--- src/rtl/serial_subtractor_pkg.sv ---
// Shared definitions for the bit-serial subtractor: FSM state encoding,
// default operand width and the counter-width helper.
package serial_subtractor_pkg;

  localparam int DEFAULT_WIDTH = 8;

  typedef enum logic [1:0] {
    IDLE = 2'd0,
    RUN  = 2'd1,
    DONE = 2'd2
  } state_e;

  // The bit counter only has to reach WIDTH-1, so $clog2(WIDTH) bits suffice.
  function automatic int cnt_width(input int width);
    return (width > 1) ? $clog2(width) : 1;
  endfunction

endpackage

--- src/rtl/serial_subtractor_if.sv ---
// Start/done handshake plus operand and result buses of the serial subtractor.
// The controller drives the master side; the subtractor is the slave.
interface serial_subtractor_if
  import serial_subtractor_pkg::*;
#(
  parameter int WIDTH = DEFAULT_WIDTH
);

  logic             start;
  logic [WIDTH-1:0] A;
  logic [WIDTH-1:0] B;
  logic             busy;
  logic             done;
  logic [WIDTH-1:0] D;
  logic             BO;

  modport master (
    output start, A, B,
    input  busy, done, D, BO
  );

  modport slave (
    input  start, A, B,
    output busy, done, D, BO
  );

endinterface

--- src/rtl/serial_subtractor_half_subtractor.sv ---
// Half subtractor: x - y for single bits. Two of these chained on the
// borrow form the full-subtractor cell of the serial datapath.
module half_subtractor (
  input  logic x,
  input  logic y,
  output logic diff,
  output logic bor
);

  assign diff = x ^ y;
  assign bor  = ~x & y;

endmodule

--- src/rtl/serial_subtractor.sv ---
// Bit-serial subtractor: D = A - B mod 2^WIDTH, one bit per clock LSB first,
// with a borrow flip-flop and a start/done handshake.
module serial_subtractor
  import serial_subtractor_pkg::*;
#(
  parameter int WIDTH = DEFAULT_WIDTH
) (
  input logic                 clk,
  input logic                 rst_n,
  serial_subtractor_if.slave  bus
);

  localparam int                CNT_W    = cnt_width(WIDTH);
  localparam logic [CNT_W-1:0]  LAST_BIT = CNT_W'(WIDTH - 1);

  state_e           state_q;
  logic [WIDTH-1:0] ra_q;
  logic [WIDTH-1:0] rb_q;
  logic [WIDTH-1:0] rs_q;
  logic [WIDTH-1:0] d_q;
  logic [CNT_W-1:0] cnt_q;
  logic             borrow_q;
  logic             bo_q;
  logic             busy_q;
  logic             done_q;

  logic             diff_ab;
  logic             bor_ab;
  logic             bit_d;
  logic             bor_bin;
  logic             bout;
  logic [WIDTH-1:0] rs_d;

  // Full-subtractor cell on the current LSBs and the stored borrow.
  half_subtractor u_hs_ab (
    .x    (ra_q[0]),
    .y    (rb_q[0]),
    .diff (diff_ab),
    .bor  (bor_ab)
  );

  half_subtractor u_hs_bin (
    .x    (diff_ab),
    .y    (borrow_q),
    .diff (bit_d),
    .bor  (bor_bin)
  );

  assign bout = bor_ab | bor_bin;

  // The new difference bit enters at the MSB, so after WIDTH shifts bit 0 sits at the LSB.
  assign rs_d = (rs_q >> 1) | {bit_d, {(WIDTH-1){1'b0}}};

  always_ff @(posedge clk or negedge rst_n) begin
    if (!rst_n) begin
      state_q  <= IDLE;
      ra_q     <= '0;
      rb_q     <= '0;
      rs_q     <= '0;
      d_q      <= '0;
      cnt_q    <= '0;
      borrow_q <= 1'b0;
      bo_q     <= 1'b0;
      busy_q   <= 1'b0;
      done_q   <= 1'b0;
    end else begin
      // NOTE: non-blocking assignments so every register samples pre-edge values.
      case (state_q)
        IDLE, DONE: begin
          done_q <= 1'b0;
          if (bus.start) begin
            ra_q     <= bus.A;
            rb_q     <= bus.B;
            rs_q     <= '0;
            borrow_q <= 1'b0;
            cnt_q    <= '0;
            busy_q   <= 1'b1;
            state_q  <= RUN;
          end else begin
            state_q  <= IDLE;
          end
        end

        RUN: begin
          ra_q     <= ra_q >> 1;
          rb_q     <= rb_q >> 1;
          rs_q     <= rs_d;
          borrow_q <= bout;
          if (cnt_q == LAST_BIT) begin
            // Counter returns to zero rather than stepping past WIDTH-1.
            cnt_q   <= '0;
            d_q     <= rs_d;
            bo_q    <= bout;
            busy_q  <= 1'b0;
            done_q  <= 1'b1;
            state_q <= DONE;
          end else begin
            cnt_q   <= cnt_q + 1'b1;
          end
        end

        default: begin
          busy_q  <= 1'b0;
          done_q  <= 1'b0;
          state_q <= IDLE;
        end
      endcase
    end
  end

  assign bus.busy = busy_q;
  assign bus.done = done_q;
  assign bus.D    = d_q;
  assign bus.BO   = bo_q;

endmodule

--- src/flat_wrapper.sv ---
// flat-port wrapper written by rule: the top's interface ports become plain ports
module serial_subtractor_flat import serial_subtractor_pkg::*;
#(
  parameter int WIDTH = DEFAULT_WIDTH
)
  (clk, rst_n, bus_start, bus_A, bus_B, bus_busy, bus_done, bus_D, bus_BO);
  serial_subtractor_if #(.WIDTH(WIDTH)) bus_i ();
  input logic clk;
  input logic rst_n;
  input wire logic [$bits(bus_i.start)-1:0] bus_start;
  input wire logic [$bits(bus_i.A)-1:0] bus_A;
  input wire logic [$bits(bus_i.B)-1:0] bus_B;
  output wire logic [$bits(bus_i.busy)-1:0] bus_busy;
  output wire logic [$bits(bus_i.done)-1:0] bus_done;
  output wire logic [$bits(bus_i.D)-1:0] bus_D;
  output wire logic [$bits(bus_i.BO)-1:0] bus_BO;
  assign bus_i.start = bus_start;
  assign bus_i.A = bus_A;
  assign bus_i.B = bus_B;
  assign bus_busy = bus_i.busy;
  assign bus_done = bus_i.done;
  assign bus_D = bus_i.D;
  assign bus_BO = bus_i.BO;
  serial_subtractor #(.WIDTH(WIDTH)) u_core (.clk(clk), .rst_n(rst_n), .bus(bus_i));
endmodule
--- config.mk ---
export PLATFORM = sky130hd
export DESIGN_NAME = serial_subtractor_flat
export DESIGN_NICKNAME = d
export VERILOG_FILES = /design/src/rtl/serial_subtractor_pkg.sv /design/src/rtl/serial_subtractor_if.sv /design/src/rtl/serial_subtractor_half_subtractor.sv /design/src/rtl/serial_subtractor.sv /design/src/flat_wrapper.sv
export SDC_FILE = /design/constraint.sdc
export NUM_CORES = 1
export LEC_CHECK = 0
export ABC_AREA = 1
export CAP_MARGIN = 20
export CORE_MARGIN = 1
export CORE_UTILIZATION = 40
export DETAILED_ROUTE_END_ITERATION = 7
export SLEW_MARGIN = 15
export SYNTH_ARGS = -nofsm -noshare
export SYNTH_HDL_FRONTEND = slang
export SYNTH_HIERARCHICAL = 1
export SYNTH_SLANG_ARGS = --single-unit
--- constraint.sdc ---
create_clock -name clk -period 1.1 [get_ports clk]
set_input_delay 0.22 -clock clk [delete_from_list [all_inputs] [get_ports clk]]
set_output_delay 0.22 -clock clk [all_outputs]
set_load 0.01 [all_outputs]
== Yosys cells after proc, flatten, opt, wreduce, memory -nomap -nowiden ==
Cells that the tools add are included.
Word-level totals
  memory bits (writable): 0
  input bits: 19
  word-level logic and storage cells: 49
  memories kept: 0
  output and inout port bits: 11
  ROM bits: 0
  register bits after elaboration: 41
  latch bits: 0
Operators by class
  bitwise logic cells: 8
  divide/modulo/power cells: 0
  $add $sub $neg: 1
  reductions and logical operators: 6
  eq/ne operators: 5
  shift operators: 0
  multiply operators: 0
  multiplexer cells: 19
  order comparisons: 0
Operators by type and width (number)
  8-bit one-hot mux with 2 select lines: 3
  8-bit 2-to-1 mux: 3
  7-bit by 8-bit OR with 8-bit output: 1
  1-bit 2-to-1 mux: 6
  3-bit 2-to-1 mux: 2
  3-bit one-hot mux with 2 select lines: 1
  2-bit AND reduction: 3
  1-bit one-hot mux with 2 select lines: 2
  2-bit one-hot mux with 2 select lines: 1
  3-bit by 1-bit adder with 3-bit output, second input constant: 1
  3-bit == test, second input constant: 1
  1-bit bitwise AND: 2
  2-bit by 1-bit == test with 1-bit output, second input constant: 1
  2-bit == test, second input constant: 1
  2-bit zero test: 1
  2-bit 2-to-1 mux: 1
  2-bit by 1-bit inequality test with 1-bit output, second input constant: 1
  2-bit inequality test, second input constant: 1
  1-bit inverter: 2
  2-bit nonzero test: 1
  2-bit OR reduction: 1
  1-bit bitwise XOR: 2
  1-bit OR: 1

== Longest topological paths before layout ==
  depth after elaboration: 5
  depth in mapped cells: 8
  depth with buffers taken out: 8

== Cells and area by module ==
Netlist, hierarchy kept.
Modules (own cells, without submodules)
  serial_subtractor: instances 1, seq. area each 1001.0 µm², area each 1906.8 µm², cells each 223
  half_subtractor: instances 2, seq. area each 0.0 µm², area each 20.0 µm², cells each 3

== Worst setup path before layout ==
No wires, ideal clock.
  kind: reg-to-reg
  start point: register u_core.cnt_q[0]
  end point: register u_core.bo_q, in the netlist u_core/bus.BO
  path slack: -157 ps
  period minus slack after synthesis: 1257 ps
  cell stages (with the launch flop): 7
  arrival: 1183 ps
  data required time: 1026 ps
  library setup time: 74 ps
  cell sequence: dfrtp_1 -> ha_1 -> ha_1 -> nand2_4 -> buf_6 -> nand2_1 -> o21ai_2
Between the ends
  longest elaborated chain between the ends: 2
RTL lines
  start: declaration: line serial_subtractor.sv:21  | logic [CNT_W-1:0] cnt_q;
  start signal: assignment: line serial_subtractor.sv:98  | cnt_q <= cnt_q + 1'b1;
  3-bit == test: line serial_subtractor.sv:89  | if (cnt_q == LAST_BIT) begin
  2-bit AND reduction (no line)
  end signal: assignment: line serial_subtractor.sv:93  | bo_q <= bout;
  end: declaration: line serial_subtractor.sv:23  | logic bo_q;
No other way between the ends.
A chain may end at the register's enable or synchronous reset.

== Final worst setup path ==
  start point: register u_core.rb_q[0]
  end point: register u_core.rs_q[7]
Between the ends
  longest elaborated chain between the ends: 4
RTL lines
  start: declaration: line serial_subtractor.sv:18  | logic [WIDTH-1:0] rb_q;
  start signal: assignment: line serial_subtractor.sv:73  | rb_q <= bus.B;
  start signal: assignment: line serial_subtractor.sv:86  | rb_q <= rb_q >> 1;
  1-bit bitwise XOR: line serial_subtractor_half_subtractor.sv:10  | assign diff = x ^ y;
  net u_core.diff_ab: line serial_subtractor.sv:27  | logic diff_ab;
  1-bit bitwise XOR: line serial_subtractor_half_subtractor.sv:10
  net u_core.bit_d: line serial_subtractor.sv:29  | logic bit_d;
  7-bit by 8-bit OR with 8-bit output: line serial_subtractor.sv:52  | assign rs_d = (rs_q >> 1) | {bit_d, {(WIDTH-1){1'b0}}};
  8-bit one-hot mux with 2 select lines: line serial_subtractor.sv:68  | case (state_q)
  end signal: assignment: line serial_subtractor.sv:87  | rs_q <= rs_d;
  end: declaration: line serial_subtractor.sv:19  | logic [WIDTH-1:0] rs_q;
The timed path passes the listed nets, and every way through them passes these cells.

==> reports/results.tsv <==
metric	value	unit
yosysWarnings	6	
final_cell_mix	nand2_1 (52), dfrtp_1 (39), inv_1 (38)	
met3_usage	4.78	%
use_met2	29.5	%
ys_ff_latch	40	
fin_util	63.6	%
track_usage	19.5	%
synth_fp_nets	252	
gp_congestion	0.766	
cap_viol_max_count	0	
internal_power	0.00529	W
drt_iter0_drc	91	
grt_pass1_vias	1570	
vias_per_cell	4.82	
worst_slack	-0.164	ns
grt_pass1_wl	7530	um
grt_busiest_layer	met2	
timing.rr.end	u_core/rs_q[7]	
switching_share	42.1	%
synthDominantCellAreaShare	51.4	%
clk_latency	0.29	ns
rows	25	
num_antenna_cells	0	
finClkSkew	0.00769	ns
clock_path_buffers	2	
port_buffers	29	
seqPwrFrac	29.0	%
netlist_area	0.00195	mm^2
dp_hpwl	2700	um
clk_root_buffer_cell	clkbuf_8	
antenna_found_initial	0	
numCtsBuffers	5	
min_path_type	input port to asynchronous set/reset pin	
timing.final.crit_share	115	%
report.final.hold_viol_count	0	
grt_overflow	0	
p_clk_share	11.3	%
num_io_pins	30	
r2r_setup_slack	-0.16	ns
area_delta_synth_final	53.3	%
initial_utilization	41.5	%
dr.pass1.iters	6	
routed_wl	4560	um
violations	DRC, setup timing	
status	finished with violations	
r2r_start	u_core/rb_q[0]	
fmax	0.791	GHz
dp_cells	323	
drc	2	
rsz0062_at_grt	yes	
clkTransAtPathRegs	0.08	ns
p_per_area	3070	mW/mm^2
path_max_fanout	2	
grt_max_degree	18	
cp.required	1.28	ns
core-area	0.00469	mm^2
synthCells	229	
seq_area_frac_synth	51.4	%
dieArea	0.00515	mm^2
ir_drop	1210	uV
wl_per_cell	13.5	um
slew_viol_final	0	
die_y	71.8	um
nets	308	
cp-end-kind	flop	
final_cell_count_no_fill	339	
r2r_cells	7	
layout-drive-gt1-share	42.5	%
worstMarginPinSlew	0.381	ns
arrival	1.44	ns
cts_max_level	2	
die_width	71.8	um
slew_headroom	74.6	%
postSynthAreaPerCell	8.50	um^2
switchingPower	0.00385	W
final_common_cell	nand2_1	
ant_nets	0	
grtUsageMet1	27.5	%
cp-start-kind	flop	
synth_top_cells_by_area	dfrtp_1 (51%), nand2_1 (14%), inv_1 (7.9%), nand3_1 (7.2%), o21ai_2 (3.6%)	
finalSetupViolCount	37	
cts_tree	built	
leakage	1.57	nW
via_count	1634	
period_minus_slack	1.26	ns
comb_power_share	59.7	%
ys_types	19	
path_class	flop to flop	
yosysTopAreaCell	dfrtp_1	
clock-sinks	40	
[power by group through the flow]
| stage | logic, W | clock network [W] | registers (W) |
|---|---|---|---|
| after detailed placement | 0.00393 | 0 | 0.00257 |
| final | 0.00546 | 0.00104 | 0.00265 |
| after floorplan | 0.00242 | 0 | 0.00259 |
| after CTS | 0.00494 | 0.00107 | 0.00258 |
| after global routing | 0.00598 | 0.00112 | 0.00272 |
| after global placement | 0.00387 | 0 | 0.00256 |
[per-layer routing]
layer | up-vias | wire length (um)
li1 | 807 | -
met1 | 780 | 2100
met2 | 40 | 2220
met3 | 7 | 166
met4 | 0 | 73
met5 | - | 0
[stage by stage]
stage,total power [W],setup TNS [ns],hold slack [ns],instance area (um^2),setup slack (ns)
floorplan,0.00500,-0.511,-0.0756,1970,-0.110
CTS,0.00859,-1.93,0.374,2870,-0.177
global placement,0.00643,-5.11,0.167,2490,-0.181
global route,0.00982,-4.60,0.397,2980,-0.229
finish,0.00915,-2.49,0.372,2980,-0.164
detailed placement,0.00650,-5.49,0.162,2490,-0.201
[critical path, stage by stage (launching register included)]
cell	delay (ns)
dfrtp_1	0.40
ha_1	0.29
inv_2	0.05
inv_2	0.03
ha_4	0.25
inv_2	0.03
nand2_1	0.05
o21ai_1	0.05
[worst max path at each step]
| stage | from | to | slack (ns) | depth (start not counted) |
|---|---|---|---|---|
| finish | u_core/rb_q[0] | u_core/rs_q[7] | -0.16 | 7 |
| global route | u_core/rb_q[0] | u_core/rs_q[7] | -0.23 | 7 |
| CTS | u_core/ra_q[0] | u_core/rs_q[7] | -0.18 | 8 |
| detailed placement | bus_start | u_core/ra_q[0] | -0.20 | 6 |
| global placement | bus_start | u_core/ra_q[0] | -0.18 | 6 |
| floorplan | u_core/ra_q[0] | u_core/rs_q[7] | -0.11 | 8 |
[repair_timing]
item / 4_1_cts / 5_1_grt
gates cloned: 4 / 0
buffers inserted: 4 / 0
endpoints found under the setup margin: 50 / 39
endpoints found under the hold margin: 12 / 0
gates resized for setup: 108 / 29
pin swaps: 19 / 11
hold buffers: 1 / 0
[cells in the mapped netlist]
library cell / count
nand2_1: 75
inv_1: 41
dfrtp_1: 40
nand3_1: 28
o21ai_2: 8
o21ai_0: 6
o21ai_1: 6
buf_6: 4
ha_1: 4
nor2_1: 4
buf_2: 3
nand2_4: 2
nand2_8: 2
buf_4: 1
buf_8: 1
inv_2: 1
inv_4: 1
inv_6: 1
nor2_4: 1
[final cells by class]
type	instances	area [um^2]
fill	411	1710
sequential	40	1000
multi-input combinational	137	1000
timing repair buffer	55	607
inverter	44	188
clock buffer	7	96.3
tap	54	67.6
timing repair inverter	2	22.5
[cell families (layout without fill, tap and decap cells)]
family                   after synthesis  in the layout  share of synthesized area (%)
AO/OA/AOI/OAI                         20             20                           6.68
adder cells (fa/ha/maj)                4              4                           2.57
buffers and inverters                 53            108                           13.1
flip-flops                            40             40                           51.4
AND/OR/NAND/NOR                      112            113                           26.2
[state kept, by name, summed over array words and instances, names as in the netlist, 2 cells and up]
| signal | cells |
|---|---|
| u_core/state_q | 2 |
| u_core/ra_q | 8 |
| u_core/rb_q | 8 |
| u_core/cnt_q | 3 |
| u_core/bus.D | 8 |
| u_core/rs_q | 7 |
Power figures use the tool's default switching activity.
==> variant 1: new RTL, same flow settings <==
Encoding of `state_e`: now one-hot (3 bits for 3 states).
--- a/src/rtl/serial_subtractor_pkg.sv
+++ b/src/rtl/serial_subtractor_pkg.sv
@@ -4,10 +4,10 @@
 
   localparam int DEFAULT_WIDTH = 8;
 
-  typedef enum logic [1:0] {
-    IDLE = 2'd0,
-    RUN  = 2'd1,
-    DONE = 2'd2
+  typedef enum logic [2:0] {
+    IDLE = 3'b001,
+    RUN  = 3'b010,
+    DONE = 3'b100
   } state_e;
 
   // The bit counter only has to reach WIDTH-1, so $clog2(WIDTH) bits suffice.
Behaviour: no difference found for any inputs over 10 cycles, from zero or initial values and one cycle with rst_n low; not proved beyond that.
==> variant 1 against the original RTL <==
  * The run ends with setup timing left
  * Critical endpoint is now u_core/ra_q[3]
  * Routed wire length shrank 6.8%
  * Via count up 2.8%
  * Utilization shrank 4.5 points
  * Area after synthesis down 1.9%
  * Fmax shrank 2.7%
  * Worst setup slack worse by 36 ps
  * Sequential cell count is the same
  * Final area is 11% lower
Power is not compared: it rests on default switching activity, and its combinational part moved more than twofold at a synthesized area within 25%.
==> variant 1: results (changes against the original RTL) <==
| Metric | Value |
|---|---|
| DP Wirelength | 2720 um (+0.73%) |
| Adder-cell share of the synthesized area | 2.620% (+0.049 points) |
| Distinct cell type count after synthesis | 16 (-3) |
| Reg2reg start | u_core/state_q[0] |
| RePlAce Congestion | 0.7127 (-6.9%) |
| # H-tree levels | 2 (unchanged) |
| CP delay by family, top | flip-flops |
| Largest net degree at the start of global routing | 25 (+7) |
| Top sig layer | met4 |
| Synth Area in Compound Gates | 0.5239% (-6.2 points) |
| RR Endpoint | u_core/ra_q[3] |
| Setup TNS | -6829 ps (-4337 ps) |
| Metal3 WL | 165 um (-0.60%) |
| Fillers | 413 (+0.49%) |
| Sequential share of the synthesized area | 52.46% (+1.0 points) |
| Routed wl met2 | 1995 um (-10%) |
| Synth area leaders | dfrtp_1 51%, nand2_1 22%, nand3_1 11% |
| Via Count | 1679 (+2.8%) |
| Commonest cells in the synthesized netlist | 113 x nand2_1, 43 x nand3_1, 39 x dfrtp_1, 10 x inv_1, 6 x buf_2 |
| Final Setup Violations | 41 (+11%) |
| DRT iter0 DRCs | 118 (+30%) |
| DP Cell Count | 319 (-1.2%) |
| Worst rel slew slack | 83.76% (+9.1 points) |
| Outcome | finished, violations left |
| Failing checks | setup timing |
| Tot GR Track Use | 18.52% (-0.96 points) |
| Share of cells above drive strength 1 | 29.08% (-13 points) |
| Crit-path max cell delay | 580 ps (+180 ps) |
| Post-DP Area | 2389 um2 (-4.3%) |
| Wl on met1 | 2013 um (-4.1%) |
| R2R depth | 6 (-1) |
| Net Count, Synth | 256 (+1.6%) |
| Clock Skew | 6.024 ps (-1.670 ps) |
| Vias in the first global route | 1529 (-2.6%) |
| WL per Instance | 12.72 um (-5.4%) |
| Worst setup margin | -199.8 ps (-35.69 ps) |
| Final hold slack | 311.5 ps (-60.57 ps) |
| GR Layer Usage met2 | 27.14% (-2.3 points) |
| Mapped Avg Cell Area | 8.200 um2 (-3.5%) |
| Final net count | 304 (-1.3%) |
| CP max FO | 13 (+11) |
| GR Layer Usage met1 | 25.78% (-1.8 points) |
| Setup slack at placement | -214.6 ps (-14.10 ps) |
| Global-route wire length before repair | 7258 um (-3.7%) |
-- variant 1: cell types whose count changed in the layout (fill, tap and decap cells not counted), sizes merged --
cell    change
nand2      +35
dfrtp       -1
clkinv      +1
bufinv      +1
buf         -2
nand3      +15
inv        -34
dfstp       +1
nor2        -2
nand4       +1
o21ai      -18
-- variant 1: worst reg2reg max path: stages (launching register included) --
cell and delay, ps:
dfstp_2 580, inv_2 50, nand2_4 60, nand4_4 160
buf_12 220, nand3_2 70, nand2_1 60
-- variant 1: worst max path at each step --
stage	from	end	slack, ps	cells after the start
final	u_core/state_q[0]	u_core/ra_q[3]	-200	6
after global placement	u_core/ra_q[0]	u_core/bus.BO	-200	7
after detailed placement	u_core/ra_q[0]	u_core/bus.BO	-210	7
after floorplan	u_core/ra_q[0]	u_core/rs_q[7]	-100	8
after global routing	u_core/state_q[0]	u_core/ra_q[7]	-270	6
after CTS	u_core/state_q[0]	u_core/rb_q[1]	-200	6
-- variant 1: where the power goes --
group / internal, W / switching [W] / leakage [nW]
clock: 0.000673 / 0.000514 / 0.0552
sequential: 0.00191 / 0.000317 / 0.476
combinational: 0.00105 / 0.00137 / 0.815
-- variant 1: layout make-up --
cell class / instances / area (um2) / area share [%]
inverter: 12 / 52.55 / 1.988
clock buffer: 6 / 72.57 / 2.745
tap: 52 / 65.06 / 2.461
sequential: 40 / 1003 / 37.96
clock inverter: 2 / 35.03 / 1.325
timing repair buffer: 54 / 499.2 / 18.88
multi-input combinational: 168 / 915.9 / 34.64
-- variant 1: what timing repair did --
action	CTS	global route
hold buffers	1	0
buffers inserted	4	1
endpoints found under the hold margin	5	0
pin swaps	2	3
gates resized for setup	59	17
cloned	0	1
setup endpoints to repair	51	41
==> variant 2: new RTL, same settings <==
Made on the original files. `DEFAULT_WIDTH`: 8 -> 7.
--- a/src/rtl/serial_subtractor_pkg.sv
+++ b/src/rtl/serial_subtractor_pkg.sv
@@ -2,7 +2,7 @@
 // default operand width and the counter-width helper.
 package serial_subtractor_pkg;
 
-  localparam int DEFAULT_WIDTH = 8;
+  localparam int DEFAULT_WIDTH = 7;
 
   typedef enum logic [1:0] {
     IDLE = 2'd0,
Ports: changed (resized bus_A, bus_B and bus_D); port bits go from 30 to 27. The function was not compared with the original's and may differ.
==> variant 2 against the original RTL <==
  * The flow finishes with violations (setup timing)
  * Cell count down 12%
  * Area after synthesis is 16% lower
  * Final area is 16% lower
  * Via count decreased by 8.1%
  * Largest cell class unchanged
  * Worst hold slack lost 67 ps
  * Highest routed layer unchanged
  * Critical path type unchanged
  * Routed wire length decreased by 12%
  * Worst setup slack got worse by 84 ps
  * Sequential cell count fell by 4
  * Sequential share of layout area rose by 2.4 points
  * Power fell by 15%
==> variant 2: results (changes against the original RTL) <==
| Metric | Value |
|---|---|
| Worst setup margin | -247.9 ps (-83.76 ps) |
| DP Wirelength | 2383 um (-12%) |
| Clk sink count | 36 (-10%) |
| Sequential share of cell area | 36.03% (+2.4 points) |
| Buffering overhead | 20.91% (+0.57 points) |
| CTS clock-pin slew for the worst setup and hold paths | 70 ps |
| WL per Instance | 13.40 um (-0.35%) |
| GR Layer Usage met2 | 32.14% (+2.7 points) |
| Critical path arrival | 1530 ps (+90 ps) |
| RePlAce Congestion | 0.7711 (+0.72%) |
| Port Buffers | 26 (-10%) |
| Largest net degree at the start of global routing | 37 (+19) |
| Die X | 65.82 um (-8.3%) |
| Area of the multi-input gates | 799.5 um2 (-20%) |
| DP Cell Count | 280 (-13%) |
| Worst rel slew slack | 86.70% (+12 points) |
| Drt first pass iters | 4 (-2) |
| Post-DP Area | 2058 um2 (-18%) |
| Final net count | 269 (-13%) |
| Comb_multi_in | 127 (-7.3%) |
| Non-CTS buffers | 52 (-5.5%) |
| # DRC | 0 (-2) |
| Tot GR Track Use | 19.17% (-0.31 points) |
| Setup TNS | -1024 ps (+1468 ps) |
| Post-synthesis mux area share | 0% (unchanged) |
| Inverters | 28 (-39%) |
| Final Non-Filler Cells | 299 (-12%) |
| Failing checks | setup timing |
| Commonest cells in the synthesized netlist | 78 x nand2_1, 36 x dfrtp_1, 26 x inv_1, 17 x nand3_1, 10 x nand3b_1 |
| GR Layer Usage met1 | 22.27% (-5.3 points) |
| Clock-cell share | 4.291% (+1.1 points) |
| Via/cell ratio | 5.023 (+4.2%) |
| Adder-cell share of the synthesized area | 1.536% (-1.0 points) |
| Sequential share of the synthesized area | 55.30% (+3.9 points) |
| Final Setup Violations | 24 (-35%) |
| Number of clock buffers in the layout | 6 (-1) |
| Crit-path max cell delay | 380 ps (-20 ps) |
| Routed wl met2 | 2034 um (-8.4%) |
| Pleak | 1.299 nW (-17%) |
| Net Count, Synth | 217 (-14%) |
| Fillers | 286 (-30%) |
| Maximum VDD drop | 0.001479 V (+22%) |
| DRT iter0 DRCs | 33 (-64%) |
| Pwr Density | 3096 nW/um2 (+1.0%) |
| Metal3 WL | 174 um (+4.8%) |
| Outcome | finished, violations left |
| Mapped Avg Cell Area | 8.228 um2 (-3.2%) |
| Global-route wire length before repair | 6141 um (-18%) |
| Clock Skew | 2.026 ps (-5.668 ps) |
| Share of cells above drive strength 1 | 33.47% (-9.0 points) |
| GR Util met3 | 6.897% (+2.1 points) |
| Synth Area in Compound Gates | 4.608% (-2.1 points) |
| Wl on met1 | 1730 um (-18%) |
| XOR/XNOR Fraction of Synth Area | 0.5376% (+0.54 points) |
## variant 2: power breakdown
group | internal [W] | switching [W]
Combinational | 0.00207 | 0.00221
Sequential | 0.00196 | 0.000381
Clock | 0.000672 | 0.000472
## variant 2: repair_timing
action	in CTS	in global routing
resized for setup	48	58
setup buffers	5	4
pin swaps	5	19
cloned	0	4
setup endpoints to repair	42	33
## variant 2: path summary, 6_finish.rpt
path	startpoint	to	slack, ps	cells after the start
hold / removal	rst_n	u_core/rs_q[5]	310	2
min in group clk	u_core/rs_q[2]	u_core/bus.D[1]	470	2
setup reg to reg	u_core/rb_q[0]	u_core/bus.BO	-250	7
max in group asynchronous	rst_n	u_core/state_q[0]	600	2
setup / recovery	u_core/rb_q[0]	u_core/bus.BO	-250	7
hold reg to reg	u_core/rs_q[2]	u_core/bus.D[1]	470	2
## variant 2: critical path: cells and delay by family (launching register included)
family                   cells  cell delay, ps
adder cells (fa/ha/maj)      2             420
flip-flops                   1             380
AND/OR/NAND/NOR              3             330
buffers and inverters        2             110
